## config.mk

```make
export PLATFORM = sky130hd
export DESIGN_NAME = vita_frame_tx
export DESIGN_NICKNAME = d
export VERILOG_FILES = /design/src/rtl/vita_pkg.sv /design/src/rtl/vita_crc8_lane.sv /design/src/rtl/vita_frame_tx.sv
export SDC_FILE = /design/constraint.sdc
export NUM_CORES = 1
export LEC_CHECK = 0
export ABC_CLOCK_PERIOD_IN_PS = 3970
export CAP_MARGIN = 20
export CORE_MARGIN = 2
export CORE_UTILIZATION = 49
export DETAILED_ROUTE_END_ITERATION = 6
export PLACE_DENSITY = 0.7
export SETUP_SLACK_MARGIN = 0.15
export SLEW_MARGIN = 25
export SYNTH_ARGS = -nofsm -noshare
export SYNTH_HDL_FRONTEND = slang
export SYNTH_SLANG_ARGS = --single-unit
```

## constraint.sdc

```tcl
create_clock -name par_clock -period 3.97 [get_ports par_clock]
set_input_delay 0.794 -clock par_clock [delete_from_list [all_inputs] [get_ports par_clock]]
set_output_delay 0.794 -clock par_clock [all_outputs]
set_load 0.01 [all_outputs]
```

## src/rtl/vita_pkg.sv

```systemverilog
// Shared VITA2000 definitions: sync-channel codes, transmitter state encoding and the
// byte-wide CRC-8 step (poly 0x07, MSB-first) used on the data channels.
package vita_pkg;

  localparam logic [7:0] SYNC_FS  = 8'h5A;
  localparam logic [7:0] SYNC_LS  = 8'h2A;
  localparam logic [7:0] SYNC_FE  = 8'h6A;
  localparam logic [7:0] SYNC_LE  = 8'h3A;
  localparam logic [7:0] SYNC_IMG = 8'h0D;
  localparam logic [7:0] SYNC_BL  = 8'h15;
  localparam logic [7:0] SYNC_CRC = 8'h59;
  localparam logic [7:0] SYNC_TP  = 8'hE9;

  localparam logic [7:0] CRC8_POLY = 8'h07;
  localparam logic [7:0] CRC8_INIT = 8'hFF;

  typedef enum logic [2:0] {
    ST_IDLE = 3'd0,
    ST_SOL  = 3'd1,
    ST_IMG  = 3'd2,
    ST_EOL  = 3'd3,
    ST_CRC  = 3'd4,
    ST_HBL  = 3'd5,
    ST_VBL  = 3'd6
  } tx_state_t;

  // Absorb one data byte into the running CRC, most significant bit first.
  function automatic logic [7:0] vita_crc8_next(input logic [7:0] crc, input logic [7:0] data);
    logic [7:0] c;
    c = crc ^ data;
    for (int i = 0; i < 8; i++) begin
      c = c[7] ? ({c[6:0], 1'b0} ^ CRC8_POLY) : {c[6:0], 1'b0};
    end
    return c;
  endfunction

endpackage

```

## src/rtl/vita_crc8_lane.sv

```systemverilog
// One data channel's CRC-8 accumulator: reloads on init, absorbs one byte per enabled cycle.
import vita_pkg::*;

module vita_crc8_lane (
  input  logic       clk,
  input  logic       rst_n,
  input  logic       init,
  input  logic       en,
  input  logic [7:0] data,
  output logic [7:0] crc
);

  // CRC register: init has priority so a line always starts from the seed.
  always_ff @(posedge clk) begin
    if (!rst_n) begin
      crc <= CRC8_INIT;
    end else if (init) begin
      crc <= CRC8_INIT;
    end else if (en) begin
      crc <= vita_crc8_next(crc, data);
    end else begin
      crc <= crc;
    end
  end

endmodule

```

## src/rtl/vita_frame_tx.sv

```systemverilog
// VITA2000 parallel-side frame generator (sync word + 4 data channels per par_clock).
// Optional per-channel line CRC when VITA_FRAME_TX_CRC_EN is defined.
import vita_pkg::*;

module vita_frame_tx #(
  parameter int KERNELS    = 240,
  parameter int LINES      = 1080,
  parameter int HBLANK     = 16,
  parameter int VBLANK     = 64,
  parameter bit CONTINUOUS = 1'b0
) (
  input  logic        par_clock,
  input  logic        par_reset_n,
  input  logic        start,
  output logic [7:0]  sync,
  output logic [31:0] cam_d,
  output logic        busy,
  output logic        frame_done
);

  localparam int KW   = (KERNELS > 1) ? $clog2(KERNELS) : 1;
  localparam int LW   = (LINES > 1) ? $clog2(LINES) : 1;
  localparam int BMAX = (HBLANK > VBLANK) ? HBLANK : VBLANK;
  localparam int BW   = (BMAX > 1) ? $clog2(BMAX) : 1;

  localparam logic [KW-1:0] KERN_LAST = KW'(KERNELS - 1);
  localparam logic [LW-1:0] LINE_LAST = LW'(LINES - 1);
  localparam logic [BW-1:0] HB_LAST   = BW'((HBLANK > 0) ? HBLANK - 1 : 0);
  localparam logic [BW-1:0] VB_LAST   = BW'((VBLANK > 0) ? VBLANK - 1 : 0);
  localparam tx_state_t     FRAME_NEXT = CONTINUOUS ? ST_SOL : ST_IDLE;

  tx_state_t         state_r, state_s, after_line_s;
  logic [KW-1:0]     kern_r, kern_s;
  logic [LW-1:0]     line_r, line_s, line_adv_s;
  logic [BW-1:0]     blank_r, blank_s;
  logic              last_line_s, frame_end_s;
  logic [7:0]        sync_s;
  logic [31:0]       cam_s, img_s, crc_word_s;

  // Where the machine goes once a line's last cycle (CRC or final HBL) has been sent.
  always_comb begin
    last_line_s = (line_r == LINE_LAST);
    line_adv_s  = last_line_s ? '0 : line_r + LW'(1);
    if (!last_line_s) begin
      after_line_s = ST_SOL;
    end else if (VBLANK > 0) begin
      after_line_s = ST_VBL;
    end else begin
      after_line_s = FRAME_NEXT;
    end
  end

  // Next-state and counter logic; frame_end_s marks the cycle whose output is the last of the frame.
  always_comb begin
    state_s     = state_r;
    kern_s      = kern_r;
    line_s      = line_r;
    blank_s     = blank_r;
    frame_end_s = 1'b0;
    case (state_r)
      ST_IDLE: begin
        if (start) begin
          state_s = ST_SOL;
          line_s  = '0;
        end else begin
          state_s = ST_IDLE;
        end
      end
      ST_SOL: begin
        state_s = ST_IMG;
        kern_s  = '0;
      end
      ST_IMG: begin
        if (kern_r == KERN_LAST) begin
          state_s = ST_EOL;
          kern_s  = '0;
        end else begin
          kern_s  = kern_r + KW'(1);
        end
      end
      ST_EOL: state_s = ST_CRC;
      ST_CRC: begin
        blank_s = '0;
        if (HBLANK > 0) begin
          state_s = ST_HBL;
        end else begin
          state_s     = after_line_s;
          line_s      = line_adv_s;
          frame_end_s = last_line_s && (VBLANK == 0);
        end
      end
      ST_HBL: begin
        if (blank_r == HB_LAST) begin
          state_s     = after_line_s;
          line_s      = line_adv_s;
          blank_s     = '0;
          frame_end_s = last_line_s && (VBLANK == 0);
        end else begin
          blank_s = blank_r + BW'(1);
        end
      end
      ST_VBL: begin
        if (blank_r == VB_LAST) begin
          state_s     = FRAME_NEXT;
          blank_s     = '0;
          frame_end_s = 1'b1;
        end else begin
          blank_s = blank_r + BW'(1);
        end
      end
      default: begin
        state_s = ST_IDLE;
        kern_s  = '0;
        line_s  = '0;
        blank_s = '0;
      end
    endcase
  end

  // Image byte for channel k is (line + 4*kernel + k) mod 256.
  always_comb begin
    img_s = '0;
    for (int k = 0; k < 4; k++) begin
      img_s[8*k +: 8] = 8'(line_r) + 8'({kern_r, 2'b00}) + 8'(k);
    end
  end

`ifdef VITA_FRAME_TX_CRC_EN
  for (genvar g = 0; g < 4; g++) begin : g_crc
    vita_crc8_lane u_lane (
      .clk   (par_clock),
      .rst_n (par_reset_n),
      .init  (state_r == ST_SOL),
      .en    (state_r == ST_IMG),
      .data  (img_s[8*g +: 8]),
      .crc   (crc_word_s[8*g +: 8])
    );
  end
`else
  assign crc_word_s = 32'h0000_0000;
`endif

  // Output word for the current state; registered below so outputs trail state by one cycle.
  always_comb begin
    sync_s = SYNC_TP;
    cam_s  = {4{SYNC_TP}};
    case (state_r)
      ST_IDLE: begin
        sync_s = SYNC_TP;
        cam_s  = {4{SYNC_TP}};
      end
      ST_SOL: begin
        sync_s = (line_r == '0) ? SYNC_FS : SYNC_LS;
        cam_s  = 32'h0000_0000;
      end
      ST_IMG: begin
        sync_s = SYNC_IMG;
        cam_s  = img_s;
      end
      ST_EOL: begin
        sync_s = last_line_s ? SYNC_FE : SYNC_LE;
        cam_s  = 32'h0000_0000;
      end
      ST_CRC: begin
        sync_s = SYNC_CRC;
        cam_s  = crc_word_s;
      end
      ST_HBL, ST_VBL: begin
        sync_s = SYNC_BL;
        cam_s  = 32'h0000_0000;
      end
      default: begin
        sync_s = SYNC_TP;
        cam_s  = {4{SYNC_TP}};
      end
    endcase
  end

  // State, counters and registered outputs.
  always_ff @(posedge par_clock) begin
    if (!par_reset_n) begin
      state_r    <= ST_IDLE;
      kern_r     <= '0;
      line_r     <= '0;
      blank_r    <= '0;
      sync       <= SYNC_TP;
      cam_d      <= {4{SYNC_TP}};
      busy       <= 1'b0;
      frame_done <= 1'b0;
    end else begin
      state_r    <= state_s;
      kern_r     <= kern_s;
      line_r     <= line_s;
      blank_r    <= blank_s;
      sync       <= sync_s;
      cam_d      <= cam_s;
      busy       <= (state_r != ST_IDLE);
      frame_done <= frame_end_s;
    end
  end

endmodule
```

After elaboration in Yosys (flattened, before gate mapping)

Cells that the tools add are included.

Add/sub/neg operators: 7
Equality and inequality tests: 14
Muxes and demuxes: 20
Bitwise logic cells: 1
Reductions and logical operators: 11

Operator list:

| operator                | number |
|---|---|
| $pmux W32 S2            | 1 |
| $pmux W8 S5             | 1 |
| $mux W11                | 3 |
| $pmux W11 S3            | 1 |
| $pmux W3 S7             | 1 |
| $pmux W6 S3             | 1 |
| $add A8 B1 Y8 const B   | 2 |
| $add A8 B2 Y8 const B   | 2 |
| $pmux W8 S2             | 1 |
| $reduce_or A5 Y1        | 3 |
| $mux W7                 | 2 |
| $mux W3                 | 4 |
| $mux W6                 | 2 |
| $add A11 B1 Y11 const B | 1 |
| $eq A11 B11 Y1 const B  | 1 |
| $logic_not A11 Y1       | 1 |
| $eq A3 B3 Y1 const B    | 3 |
| $add A8 B8 Y8           | 1 |
| $eq A8 B8 Y1 const B    | 1 |
| $mux W8                 | 1 |
| $ne A2 B2 Y1 const B    | 4 |
| $add A6 B1 Y6 const B   | 1 |
| $eq A3 B2 Y1 const B    | 2 |
| $eq A6 B4 Y1 const B    | 1 |
| other kinds (10)        | 12 |

Flip-flop bits (word level): 70
Bits of input ports: 3
Output and inout bits: 42
Word-level logic and storage cells: 61

Logic depth before layout (Yosys ltp)

Gate-level depths: netlist of run 1.

Word-level depth: 4
Depth in mapped cells: 9
Mapped depth without buffers: 8

Worst setup path after synthesis of run 1

OpenSTA, ideal clock, no wires.

Kind: register -> register
Start: register line_r[3]
End: register cam_d[15]
Setup time: 0.132 ns
Arrival: 2.020 ns
Required time: 3.838 ns
Setup slack: 1.817 ns
Stages on the path, launching flop included: 8
Path buffers: 0
Period minus slack after synthesis: 2.153 ns
Cell sequence: dfxtp_1 -> ha_1 -> a211oi_1 -> nor2_1 -> xor2_1 -> nand4_1 -> xnor2_1 -> o21ai_0

Cells in the longest elaborated chain, start to end: 3

RTL lines:

| element                | RTL line             | source |
|---|---|---|
| from (decl)            | vita_frame_tx.sv:34  | `logic [LW-1:0] line_r, line_s, line_adv_s;` |
| from (signal assigned) | vita_frame_tx.sv:193 | `line_r <= line_s;` |
| $add A8 B8 Y8          | vita_frame_tx.sv:124 | `img_s[8*k +: 8] = 8'(line_r) + 8'({kern_r, 2'b00}) + 8'(k);` |
| $add A8 B1 Y8          | vita_frame_tx.sv:124 |  |
| $pmux W32 S2           | vita_frame_tx.sv:147 | `case (state_r)` |
| to (signal assigned)   | vita_frame_tx.sv:187 | `cam_d <= {4{SYNC_TP}};` |
| to (signal assigned)   | vita_frame_tx.sv:196 | `cam_d <= cam_s;` |
| to (decl)              | vita_frame_tx.sv:16  | `output logic [31:0] cam_d,` |

No other way between the ends.
A chain may end at the register's enable or synchronous reset.

Final worst setup path of run 1

Ends and elaborated chain as after synthesis.

==> reports/qor.json, run 1 <==
{
  "run_status": {
    "run_status": "finished, final reports clean"
  },
  "sta": {
    "timing_hold_violations_final": 0,
    "setup-tns-final_ns": 0,
    "worst_clock_skew_ns": 0.00481,
    "report.final.setup_viol": 0,
    "setup_repair_after_global_routing_missed_its_margin": "false",
    "max_freq_ghz": 0.394,
    "worst_slew_pin_slew_ns": 0.820,
    "period_utilization": 0.639,
    "finalWorstPathRequiredPeriod_ns": 2.54,
    "slew_violations": 0,
    "max_slew_headroom": 0.451
  },
  "cells_and_area": {
    "flow.area_growth_from_synthesis_pct": 21.6,
    "stdcell_count": 464,
    "finish.utilization": 0.622,
    "postLayoutCellArea_um2": 3730,
    "antenna-diode-count": 0,
    "design.final.nets": 400,
    "drive_gt1_frac": 0.0668
  },
  "global_route": {
    "grt_pass1_wl_um": 10800,
    "grt.busiest_layer": "met2",
    "groute.layer.met2.usage": 0.314,
    "grt_util_met1": 0.237,
    "global_route.usage.met3": 0.0467,
    "largest_net_degree_at_the_start_of_global_routing": 21,
    "antenna_found_initial": 0,
    "grt-ovfl-total": 0,
    "grt_pass1_vias": 2296,
    "track_usage": 0.191
  },
  "run": {
    "max_cap_viols": 0
  },
  "logic_synthesis": {
    "synth.distinct_cells": 52,
    "synth_ff_type": "sky130_fd_sc_hd__dfxtp_1",
    "ys_seq_area_frac": 0.444,
    "yosys_warnings": 0,
    "synth_async_sr_flop_share": 0,
    "synth_edf_count": 0,
    "post_synth_instance_area_um2": 3070,
    "syn_avg_cell_area_um2": 8.94,
    "ffs_latches_synth": 68,
    "postSynthNetCount": 359,
    "syn-instance-count": 343
  },
  "drt": {
    "vias_per_cell": 5.36,
    "wl_um": 6230,
    "antenna_violating_nets_post_route": 0,
    "wire_per_inst_um": 13.4,
    "overall_via_count_from_detail_route": 2486,
    "drt_iter0_drc": 113,
    "drc_errors": 0,
    "drt_pass1_iterations": 4
  },
  "cts": {
    "cts.path.max_buffers": 2,
    "post_cts_resized": 0,
    "cts_setup_buffers": 0,
    "cts.sinks": 68,
    "cts_root_buf": "sky130_fd_sc_hd__clkbuf_8",
    "clock_tree_from_tritoncts": "done",
    "ctsHoldBuffers": 0,
    "clk_pin_slew_worst_paths_ns": 0.07,
    "worstSkewPairLatency_ns": 0.34,
    "cts_inserted_buffers": 9,
    "clock_tree.htree_level_count": 3
  },
  "critical_path": {
    "worst_ep_required_time_ns": 4.17,
    "setup.reg_to_reg.worst_slack_ns": 1.43,
    "critical_path.n_buffers_inverters": 0,
    "worst_path_dominant_cell_family": "XOR/XNOR gates",
    "endpoint_kind": "flop",
    "cp_slowest_stage_delay_ns": 0.66,
    "worst_r2r_endpoint": "cam_d[15]",
    "setup.worst_path.start_class": "flop",
    "worstPathMaxFanout": 10,
    "cp_data_arrival_time_ns": 2.74,
    "worst_r2r_startpoint": "line_r[3]",
    "critical_path.cell_chain": "ha_1 -> a211oi_1 -> nor2_1 -> xor2_1 -> nand4_1 -> xnor2_1 -> o21ai_0",
    "r2r.worst_path.cells": 7,
    "path_class": "reg2reg",
    "crit_slowest_cell": "sky130_fd_sc_hd__xor2_1"
  },
  "placed_design": {
    "dp_cells": 448,
    "gp_routability_congestion": 0.835,
    "dp_hpwl_um": 4540,
    "post_dp_cell_area_um2": 3530,
    "port-buffer-count": 44
  },
  "floorplan": {
    "initial_utilization": 0.512,
    "die_w_um": 83.1,
    "floorplan.core_area_um2": 5990,
    "num_rows": 28,
    "die-area_um2": 6910,
    "die_h_um": 83.1,
    "floorplan.io_pins": 45
  },
  "pwr": {
    "power_density_nw_per_um2": 475,
    "static-leakage-power_nw": 1.35,
    "max-vdd-ir-drop_mv": 0.260
  },
  "hold_path": {
    "min_to": "line_r[8]",
    "hold_depth": 2,
    "hold_path.startpoint": "line_r[8]",
    "timing.hold.worst.class": "reg2reg"
  }
}
-- flip-flops by register name, summed over array words and instances, names as in the netlist --
signal	count
busy	1
cam_d	30
frame_done	1
sync	8
line_r	11
state_r	3
blank_r	6
kern_r	8
-- layer usage --
layer | up-vias | share of wire
met2 | 60 | 0.49
met5 | - | 0
li1 | 1256 | -
met1 | 1161 | 0.45
met4 | 0 | 0.015
met3 | 9 | 0.048
-- through the flow --
step	setup WS (ns)	power (mW)	hold slack, ns
after floorplan	1.82	1.04	0.451
after global placement	1.35	1.21	0.483
after detailed placement	1.28	1.22	0.496
after CTS	1.42	1.79	0.508
after global routing	1.19	1.87	0.555
final	1.43	1.77	0.510
-- cell type report --
type	instances	area, um^2
repair buffers	44	440
fillers	511	2260
flip-flops and latches	68	1360
clock inverters	6	63.8
clock buffers	10	138
inverters	14	52.6
multi-input cells	247	1580
well taps	75	93.8
-- logic make-up after synthesis --
| group | share of synthesized area |
|---|---|
| AO/OA/AOI/OAI | 0.132 |
| XOR/XNOR | 0.0942 |
| adder cells (fa/ha/maj) | 0.0555 |
| buffers and inverters | 0.0412 |
| flip-flops | 0.444 |
| multiplexers | 0.0102 |
| AND/OR/NAND/NOR | 0.223 |
-- report_power, final --
group / internal (mW) / switching (mW)
registers: 0.758 / 0.0538
clock network: 0.306 / 0.264
logic: 0.185 / 0.206
-- placed cells by master (no fill, tap or decap), types with 3 or more instances in the layout --
master and instances:
sky130_fd_sc_hd__o21ai_0 25, sky130_fd_sc_hd__xnor2_1 22, sky130_fd_sc_hd__nand2_1 32, sky130_fd_sc_hd__a21oi_1 13, sky130_fd_sc_hd__o211ai_1 3, sky130_fd_sc_hd__or3_1 6, sky130_fd_sc_hd__nor3_1 7, sky130_fd_sc_hd__dfxtp_1 68
sky130_fd_sc_hd__clkdlybuf4s50_1 44, sky130_fd_sc_hd__nand4_1 3, sky130_fd_sc_hd__inv_1 13, sky130_fd_sc_hd__xor2_1 11, sky130_fd_sc_hd__nand3_1 12, sky130_fd_sc_hd__ha_1 12, sky130_fd_sc_hd__nor2_1 47, sky130_fd_sc_hd__a31oi_1 3
sky130_fd_sc_hd__clkbuf_8 10, sky130_fd_sc_hd__and3_1 9, sky130_fd_sc_hd__and2_1 3
-- worst reg2reg max path, delay by kind of cell, from the launching register on --
kind	cells	cell delay, ns
XOR/XNOR	2	0.84
flip-flops	1	0.54
AO/OA/AOI/OAI	2	0.40
AND/OR/NAND/NOR	2	0.32
adder cells (fa/ha/maj)	1	0.30
-- cells in the mapped netlist (3+ instances only) --
master / instances / area share
sky130_fd_sc_hd__a21oi_1: 13 / 0.021
sky130_fd_sc_hd__nor3_1: 7 / 0.011
sky130_fd_sc_hd__and2_1: 3 / 0.0061
sky130_fd_sc_hd__o21ai_0: 25 / 0.041
sky130_fd_sc_hd__nand4_1: 3 / 0.0061
sky130_fd_sc_hd__buf_4: 3 / 0.0073
sky130_fd_sc_hd__nor2_1: 47 / 0.058
sky130_fd_sc_hd__clkbuf_1: 7 / 0.0086
sky130_fd_sc_hd__inv_1: 13 / 0.016
sky130_fd_sc_hd__nand3_1: 12 / 0.020
sky130_fd_sc_hd__xor2_1: 11 / 0.031
sky130_fd_sc_hd__o211ai_1: 3 / 0.0073
sky130_fd_sc_hd__a31oi_1: 3 / 0.0061
sky130_fd_sc_hd__ha_1: 12 / 0.049
sky130_fd_sc_hd__and3_1: 9 / 0.018
sky130_fd_sc_hd__or3_1: 6 / 0.012
sky130_fd_sc_hd__nand2_1: 32 / 0.039
sky130_fd_sc_hd__xnor2_1: 22 / 0.063
sky130_fd_sc_hd__dfxtp_1: 68 / 0.44
-- worst max-delay path by stage --
| stage | start | end | slack (ns) | cells after the start |
|---|---|---|---|---|
| finish | line_r[3] | cam_d[15] | 1.43 | 7 |
| global route | state_r[2] | line_r[8] | 1.19 | 5 |
| CTS | line_r[3] | cam_d[15] | 1.42 | 7 |
| detailed placement | start | line_r[10] | 1.28 | 6 |
| global placement | start | line_r[7] | 1.35 | 6 |
| floorplan | line_r[3] | cam_d[15] | 1.82 | 7 |
Power figures use the tool's default switching activity.
==> run 2: changes to the inputs <==
ABC_CLOCK_PERIOD_IN_PS = 2250   (was 3970)
PLACE_DENSITY = 0.73   (was 0.7)
clock period = 2.25 ns   (was 3.97 ns; I/O delays follow)
==> run 2 against run 1 <==
First-iteration DRC count shrank 27%. Combinational power rose by 95%. Flip-flop and latch count stayed put. Wire length fell by 0.39%. Critical path depth is 1 lower. Count of clock-buffer cells in the layout is the same.
==> reports/qor.json, run 2 (synthesis gave the netlist of run 1 again) <==
{
  "run_status": {
    "run_status": "finished, final reports clean"
  },
  "critical_path": {
    "setup.worst_path.start_class": "flop",
    "worst_ep_required_time": {"value": 2.46, "unit": "ns", "change": "-1.71 ns"},
    "cp_slowest_stage_delay": {"value": 0.58, "unit": "ns", "change": "-0.08 ns"},
    "crit_slowest_cell": "sky130_fd_sc_hd__or4_4",
    "path_class": "reg2reg",
    "worstPathMaxFanout": {"value": 11, "change": "+1"},
    "endpoint_kind": "flop",
    "cp_data_arrival_time": {"value": 2.21, "unit": "ns", "change": "-0.53 ns"},
    "critical_path.cell_chain": "or4_4 -> nor4b_4 -> a21oi_2 -> o21ai_2 -> buf_4 -> a21oi_1"
  },
  "drt": {
    "vias_per_cell": {"value": 5.28, "change": "-1.4%"},
    "met2_wirelength": {"value": 3090, "unit": "um", "change": "+1.2%"},
    "wire_per_inst": {"value": 12.8, "unit": "um", "change": "-4.7%"},
    "drt_iter0_drc": {"value": 83, "change": "-27%"},
    "drt_pass1_iterations": {"value": 4, "change": "unchanged"},
    "routedLengthMet1": {"value": 2730, "unit": "um", "change": "-2.0%"},
    "antenna_violating_nets_post_route": {"value": 0, "change": "unchanged"},
    "dr.max_layer_used": "met4",
    "met3_length": {"value": 329, "unit": "um", "change": "+9.3%"},
    "overall_via_count_from_detail_route": {"value": 2562, "change": "+3.1%"},
    "wl": {"value": 6210, "unit": "um", "change": "-0.39%"},
    "drc_errors": {"value": 0, "change": "unchanged"}
  },
  "cells_and_area": {
    "antenna-diode-count": {"value": 0, "change": "unchanged"},
    "design.final.nets": {"value": 422, "change": "+5.5%"},
    "largest_register_ffs": {"value": 30, "change": "unchanged"},
    "postLayoutCellArea": {"value": 3930, "unit": "um^2", "change": "+5.3%"},
    "fillCellCount": {"value": 470, "change": "-8.0%"},
    "flow.area_growth_from_synthesis_pct": 28.0,
    "final_cell_mix": "sky130_fd_sc_hd__dfxtp_1, sky130_fd_sc_hd__nor2_1, sky130_fd_sc_hd__clkdlybuf4s50_1",
    "layout_commonest_cell": "sky130_fd_sc_hd__dfxtp_1",
    "largest_registers": "cam_d: 30 flops, line_r: 11 flops",
    "stdcell_count": {"value": 485, "change": "+4.5%"},
    "top_register": "cam_d",
    "drive_gt1_frac": {"value": 0.137, "change": "+0.0697"}
  },
  "placed_design": {
    "port-buffer-count": {"value": 44, "change": "unchanged"},
    "post_dp_cell_area": {"value": 3690, "unit": "um^2", "change": "+4.7%"},
    "gp_routability_congestion": {"value": 0.887, "change": "+6.3%"},
    "dp_cells": {"value": 468, "change": "+4.5%"},
    "dp_hpwl": {"value": 4610, "unit": "um", "change": "+1.6%"}
  },
  "global_route": {
    "grt_pass1_vias": {"value": 2385, "change": "+3.9%"},
    "track_usage": {"value": 0.187, "change": "-0.00398"},
    "antenna_found_initial": {"value": 0, "change": "unchanged"},
    "grt_pass1_wl": {"value": 10600, "unit": "um", "change": "-1.7%"},
    "grt-ovfl-total": {"value": 0, "change": "unchanged"},
    "largest_net_degree_at_the_start_of_global_routing": {"value": 20, "change": "-4.8%"}
  },
  "cts": {
    "ctsHoldBuffers": {"value": 0, "change": "unchanged"},
    "cts.sinks": {"value": 68, "change": "unchanged"},
    "clock_tree.htree_level_count": {"value": 3, "change": "unchanged"},
    "clk_pin_slew_worst_paths": {"value": 0.07, "unit": "ns", "change": "about the same"},
    "cts.path.max_buffers": {"value": 2, "change": "unchanged"},
    "clock_tree_from_tritoncts": "done",
    "cts_inserted_buffers": {"value": 9, "change": "unchanged"},
    "worstSkewPairLatency": {"value": 0.34, "unit": "ns", "change": "about the same"},
    "cts_root_buf": "sky130_fd_sc_hd__clkbuf_8"
  },
  "sta": {
    "finalWorstPathRequiredPeriod": {"value": 2.00, "unit": "ns", "change": "-0.538 ns"},
    "setup_repair_after_global_routing_missed_its_margin": "true",
    "timing_hold_violations_final": {"value": 0, "change": "unchanged"},
    "worst_slew_pin_slew": {"value": 0.499, "unit": "ns", "change": "-0.321 ns"},
    "report.final.setup_viol": {"value": 0, "change": "unchanged"},
    "fin_hold_ws": {"value": 0.509, "unit": "ns", "change": "-0.00149 ns"},
    "setup-tns-final": {"value": 0, "unit": "ns", "change": "unchanged"},
    "worst_clock_skew": {"value": 0.0111, "unit": "ns", "change": "+0.00625 ns"},
    "max_slew_headroom": {"value": 0.667, "change": "+0.216"},
    "period_utilization": {"value": 0.889, "change": "+0.250"},
    "max_freq": {"value": 0.500, "unit": "GHz", "change": "+27%"},
    "slew_violations": {"value": 0, "change": "unchanged"}
  },
  "floorplan": {
    "num_rows": {"value": 28, "change": "unchanged"},
    "die_w": {"value": 83.1, "unit": "um", "change": "unchanged"},
    "initial_utilization": {"value": 0.512, "change": "unchanged"},
    "floorplan.core_area": {"value": 5990, "unit": "um^2", "change": "unchanged"},
    "die-area": {"value": 6910, "unit": "um^2", "change": "unchanged"},
    "die_h": {"value": 83.1, "unit": "um", "change": "unchanged"},
    "floorplan.io_pins": {"value": 45, "change": "unchanged"}
  },
  "pwr": {
    "max-vdd-ir-drop": {"value": 0.400, "unit": "mV", "change": "+54%"},
    "totalPowerFinal": {"value": 3.15, "unit": "mW", "change": "+78%"},
    "power_density": {"value": 802, "unit": "nW/um^2", "change": "+69%"},
    "static-leakage-power": {"value": 1.47, "unit": "nW", "change": "+8.8%"}
  },
  "run": {
    "max_cap_viols": {"value": 0, "change": "unchanged"}
  },
  "hold_path": {
    "timing.hold.worst.class": "reg2reg"
  }
}
==> run 2: critical path, delay by kind of cell, from the launching register on <==
family	cells	cell delay, ns
AOI/OAI and AO/OA	3	0.29
DFF	1	0.37
and+or+nand+nor	2	1.03
buffers and inverters	1	0.18
==> run 2: path summary, 6_finish.rpt <==
check                                start          to  slack (ns)  cells after the start
worst max-delay path             line_r[6]   line_r[5]        0.25                      6
worst min-delay path            blank_r[3]  blank_r[3]        0.51                      2
worst max register to register   line_r[6]   line_r[5]        0.25                      6
worst min register to register  blank_r[3]  blank_r[3]        0.51                      2
==> run 2: layer usage <==
metal,GRT usage,vias to the layer above
li1,-,1304
met1,0.220,1184
met2,0.325,66
met3,0.0517,8
met4,0.0700,0
met5,0,-
==> run 2: what timing repair did <==
item | CTS | global route
resized for setup | 2 | 6
pin swaps | 0 | 3
buffers inserted | 0 | 2
endpoints found under the setup margin | 6 | 24
==> run 2: layout make-up <==
type,count,area [um^2],area share
inverters,14,52.6,0.0134
well taps,75,93.8,0.0239
multi-input cells,247,1620,0.412
clock inverters,5,52.6,0.0134
flip-flops and latches,68,1360,0.347
clock buffers,10,138,0.0351
repair buffers,66,609,0.155
==> run 2: where the power goes <==
part / internal [mW] / total (mW) / switching, mW / leakage, nW
Sequential: 1.34 / 1.42 / 0.0764 / 0.555
Combinational: 0.373 / 0.764 / 0.391 / 0.818
Clock: 0.530 / 0.969 / 0.439 / 0.0979
Total: 2.24 / 3.15 / 0.907 / 1.47
==> run 2: through the flow <==
stage           util  setup WS (ns)
2_1_floorplan      -          0.163
5_1_grt        0.655          0.150
4_1_cts        0.649          0.177
6_report       0.655          0.249
3_3_place_gp   0.616         0.0313
3_5_place_dp   0.616       -0.00218
==> run 3: changes to the inputs <==
CTS_CLUSTER_DIAMETER = 40   (was not set)
TNS_END_PERCENT = 50   (was not set)
==> results of run 3 <==
Final layout, timing and power as in run 2 (identical DEF).
==> RTL edit 1: new RTL, flow settings as in run 3 <==
Reset style: asynchronous (`par_reset_n`), changed in one clocked block.
--- a/src/rtl/vita_frame_tx.sv
+++ b/src/rtl/vita_frame_tx.sv
@@ -179,3 +179,3 @@
   // State, counters and registered outputs.
-  always_ff @(posedge par_clock) begin
+  always_ff @(posedge par_clock or negedge par_reset_n) begin
     if (!par_reset_n) begin
Function: differs if par_reset_n is asserted again (counterexample within 4 cycles, from zero or initial values and one cycle with par_reset_n low); with par_reset_n held inactive, the same outputs for 10 cycles.
==> RTL edit 1 against run 3 <==
  * Routed wire length grew 16%
  * Global-route usage up 0.88 points
  * Clock skew about the same
  * Sequential cell count unchanged
  * Die area grew 9.5%
  * Maximum frequency decreased by 1.2%
  * Critical path depth up 2
  * Design area grew 9.4%
  * Critical endpoint is now cam_d[14]$_DFF_PN1_
  * Worst setup slack got worse by 0.024 ns
  * Area after synthesis up 10%
  * Highest routed layer unchanged
  * Count of clock-buffer cells in the layout increased by 3
Power is not compared: it rests on default switching activity, and its combinational part moved more than twofold at a synthesized area within 25%.
==> RTL edit 1: results <==
export IMPL_num_multi_input_gates=250
export IMPL_multiInputGateArea_um2=1560
export IMPL_detailedPlace_worstSlack_ns=0.134
export IMPL_worst_r2r_setup_slack_ns=0.23
export IMPL_synth_cell_types=47
export IMPL_min_period_over_period_pct=90.0
export IMPL_seq_area_um2=1730
export IMPL_largest_cells_by_area_after_synthesis="sky130_fd_sc_hd__dfrtp_1, sky130_fd_sc_hd__dfstp_2, sky130_fd_sc_hd__ha_1, sky130_fd_sc_hd__nand2_1, sky130_fd_sc_hd__nor2_1"
export IMPL_async_reset_ff_share_pct=100
export IMPL_groute_usage_overall_pct=19.6
export IMPL_first_global_vias=2543
export IMPL_layout_top_registers="cam_d x30, line_r x11"
export IMPL_area_share_nonclk_buffers_pct=15.5
export IMPL_power_clock_fraction_pct=18.7
export IMPL_proportion_of_cell_area_occupied_by_multi_input_gates_pct=36.3
export IMPL_synthesis_area_per_instance_um2=9.61
export IMPL_hold_wc_path_type="input pin to asynchronous set/reset pin"
export IMPL_clkbuf_count=13
export IMPL_part_of_the_yosys_area_used_for_sequential_elements_pct=51.3
export IMPL_detail_route_wirelength_um=7180
export IMPL_routed_vias=2753
export IMPL_synth_top_cells_by_count="sky130_fd_sc_hd__dfrtp_1, sky130_fd_sc_hd__nand2_1, sky130_fd_sc_hd__nor2_1"
export IMPL_gr_usage_met2_pct=31.5
export IMPL_dp_hpwl_um=5000
export IMPL_worst_slew_pin_slew_ns=0.685
export IMPL_launch_point_of_the_critical_path="line_r[2]$_DFFE_PN0P_"
export IMPL_grt_start_max_net_pins=32
export IMPL_synthesis_nets=367
export IMPL_filler_cell_count=535
export IMPL_critical_path_reg2reg_startpoint="line_r[2]$_DFFE_PN0P_"
export IMPL_finalClockSkew_ns=0.0112
export IMPL_gp_congestion=0.898
export IMPL_critical_path_max_fanout=4
export IMPL_layout_net_count=430
export IMPL_cellLeakagePower_nw=1.86
export IMPL_instances_no_fill=499
export IMPL_clock_tree_buffer_depth=2
export IMPL_critPathArrivalTime_ns=2.26
export IMPL_synth_top_flop_cell="sky130_fd_sc_hd__dfrtp_1"
export IMPL_hold_worst_slack_ns=0.0973
export IMPL_outcome="finished, final reports clean"
export IMPL_placed_cells=476
export IMPL_place_area_um2=4020
export IMPL_m1WireLength_um=3240
export IMPL_global_route_usage_met1_pct=25.5
export IMPL_grtUsageMet3_pct=5.88
export IMPL_met2RoutedLength_um=3530
export IMPL_grt_pass1_wl_um=11600
export IMPL_non_clock_inverter_instance_count_of_the_final_layout=12
export IMPL_critPathCapture="cam_d[14]$_DFF_PN1_"
export IMPL_n_all_buffers=73
export IMPL_drt_initial_drc_count=103
export IMPL_drive_above_1_share_pct=20.0
export IMPL_clkCellAreaFrac_pct=4.43
export IMPL_ff_to_ff_path_depth=8
-- RTL edit 1: logic make-up after synthesis --
logic type / count (synthesis) / synth area share (%)
fa+ha+maj: 13 / 5.04
simple gates: 131 / 18.7
mux: 1 / 0.297
xor+xnor: 23 / 6.19
buf+inv: 33 / 4.08
compound gates: 82 / 14.4
flops: 68 / 51.3
-- RTL edit 1: worst max-delay path: stages (launching register included) --
cell                      delay (ns)
sky130_fd_sc_hd__dfrtp_1        0.39
sky130_fd_sc_hd__ha_2           0.20
sky130_fd_sc_hd__fa_2           0.38
sky130_fd_sc_hd__a21o_1         0.20
sky130_fd_sc_hd__a21oi_2        0.19
sky130_fd_sc_hd__xnor2_2        0.16
sky130_fd_sc_hd__buf_4          0.19
sky130_fd_sc_hd__xor2_1         0.16
sky130_fd_sc_hd__o21ai_1        0.08
-- RTL edit 1: timing repair --
action | CTS | global route
gates resized for setup | 0 | 13
setup endpoints to repair | 4 | 24
setup buffers | 2 | 5
hold buffers | 0 | 0
pin swaps | 2 | 9
==> RTL edit 2: new RTL, config.mk and constraints of run 3 <==
Made on the original files. The parameter `LINES` goes from 1080 to 2160.
--- a/src/rtl/vita_frame_tx.sv
+++ b/src/rtl/vita_frame_tx.sv
@@ -6,3 +6,3 @@
   parameter int KERNELS    = 240,
-  parameter int LINES      = 1080,
+  parameter int LINES      = 2160,
   parameter int HBLANK     = 16,
Check against the original RTL: no difference found for any inputs over 10 cycles, from zero or initial values and one cycle with par_reset_n low; that may be too few to reach the edited logic, so the function may still have changed.
==> RTL edit 2 against run 3 <==
  * Sequential share of layout area shrank 0.23 points
  * Synthesized cell count grew 5.0%
  * Power shrank 8.9%
  * Sequential cell count grew 1
  * Clock skew shrank 0.0060 ns
  * Area after synthesis grew 3.9%
  * Design area grew 2.5%
  * Routed wire length grew 9.6%
  * Critical path depth grew 2
  * Worst setup slack lost 0.064 ns
  * Largest power group unchanged
==> RTL edit 2: results <==
export IMPL_outcome="finished, final reports clean"
export IMPL_syn_instance_count=360
export IMPL_drt_initial_drc_count=127
export IMPL_clock_tree_htree_level_count=3
export IMPL_cellLeakagePower_nw=1.58
export IMPL_grt_pass1_wl_um=11300
export IMPL_worst_ir_drop_vdd_v=0.000402
export IMPL_layout_top_registers="cam_d x30, line_r x12"
export IMPL_global_route_usage_met1_pct=23.8
export IMPL_gp_congestion=0.875
export IMPL_part_of_the_yosys_area_used_for_sequential_elements_pct=43.3
export IMPL_synth_warnings=0
export IMPL_dp_hpwl_um=4840
export IMPL_worstSkewPairLatency_ns=0.34
export IMPL_critical_path_max_fanout=5
export IMPL_filler_cell_count=540
export IMPL_grt_start_max_net_pins=29
export IMPL_layout_net_count=434
export IMPL_groute_usage_overall_pct=19.5
export IMPL_first_global_vias=2403
export IMPL_async_reset_ff_share_pct=0
export IMPL_largest_cells_by_area_after_synthesis="sky130_fd_sc_hd__dfxtp_1, sky130_fd_sc_hd__ha_1, sky130_fd_sc_hd__xor2_1, sky130_fd_sc_hd__o21ai_0, sky130_fd_sc_hd__nor2_1"
export IMPL_worst_slew_pin_slew_ns=0.647
export IMPL_routed_vias=2669
export IMPL_synth_cell_types=53
export IMPL_drt_vias_per_instance=5.34
export IMPL_synthesis_nets=376
export IMPL_placed_cells=481
export IMPL_grt_antenna_before_repair=0
export IMPL_finalClockSkew_ns=0.00506
export IMPL_cts_post_setup_buffers_inserted=1
export IMPL_gr_usage_met2_pct=33.6
export IMPL_cts_resized=5
export IMPL_synth_top_cells_by_count="sky130_fd_sc_hd__dfxtp_1, sky130_fd_sc_hd__nor2_1, sky130_fd_sc_hd__nand2_1"
export IMPL_detail_route_wl_per_cell_um=13.6
export IMPL_drive_above_1_share_pct=14.4
export IMPL_total_switching_power_mw=0.828
export IMPL_grtUsageMet3_pct=4.42
export IMPL_io_buffers=44
export IMPL_detailedPlace_worstSlack_ns=0.0904
[RTL edit 2: cell types whose count changed in the layout (fill, tap and decap cells not counted), sizes merged, moves of 5 or more]
cell and change:
nor2 -10, nor2b +10, xnor2 -8, xor2 +6
a21oi +5, or3 -5
[RTL edit 2: layout make-up]
class                           instances  share of cell area (%)
Multi-Input combinational cell        264                    42.7
Sequential cell                        69                    34.5
Timing Repair Buffer                   65                    15.2
Clock buffer                           10                    3.42
Tap cell                               77                    2.39
Clock inverter                          6                   0.964
Inverter                                9                   0.840
[RTL edit 2: critical path, stage by stage (launching register included)]
cell	delay, ns
sky130_fd_sc_hd__dfxtp_2	0.36
sky130_fd_sc_hd__ha_4	0.17
sky130_fd_sc_hd__fa_2	0.38
sky130_fd_sc_hd__a21o_1	0.20
sky130_fd_sc_hd__a21oi_2	0.18
sky130_fd_sc_hd__xnor2_2	0.17
sky130_fd_sc_hd__buf_4	0.19
sky130_fd_sc_hd__xor2_2	0.14
sky130_fd_sc_hd__o21ai_0	0.12
[RTL edit 2: power groups by stage]
stage	clock network, mW	logic [mW]	registers, mW
4_1_cts	0.919	0.596	1.38
5_1_grt	0.971	0.658	1.39
3_3_place_gp	0	0.586	1.40
2_1_floorplan	0	0.294	1.43
6_report	0.892	0.601	1.38
3_5_place_dp	0	0.593	1.40
[RTL edit 2: path summary, 6_finish.rpt]
| path | startpoint | end | slack [ns] | cells after the start |
|---|---|---|---|---|
| setup / recovery | line_r[2]$_SDFFE_PN0P_ | cam_d[14]$_SDFF_PN1_ | 0.19 | 8 |
| hold / removal | blank_r[4]$_SDFFE_PN0N_ | blank_r[4]$_SDFFE_PN0N_ | 0.48 | 2 |
| setup reg to reg | line_r[2]$_SDFFE_PN0P_ | cam_d[14]$_SDFF_PN1_ | 0.19 | 8 |
| hold reg to reg | blank_r[4]$_SDFFE_PN0N_ | blank_r[4]$_SDFFE_PN0N_ | 0.48 | 2 |
[RTL edit 2: per-layer routing]
metal / part of all wire, % / wire, µm
met1: 44 / 2980
met2: 50 / 3430
met3: 4.5 / 308
met4: 1.3 / 86
met5: 0 / 0
[RTL edit 2: metrics by stage]
stage          instance area (µm²)  power, mW  hold slack [ns]
3_3_place_gp                  3780       1.98            0.466
5_1_grt                       4020       3.02            0.530
3_5_place_dp                  3780       2.00            0.472
6_report                      4020       2.87            0.483
4_1_cts                       3990       2.89            0.484
2_1_floorplan                 3200       1.73            0.445
[RTL edit 2: logic make-up (layout without fill, tap and decap cells)]
family / count (synthesis) / count (layout) / synth area share, %
compound gates: 76 / 76 / 14.3
xor+xnor: 31 / 31 / 8.52
fa+ha+maj: 13 / 13 / 5.34
buf+inv: 27 / 90 / 4.40
flops: 69 / 69 / 43.3
mux: 2 / 2 / 0.628
simple gates: 142 / 142 / 23.5
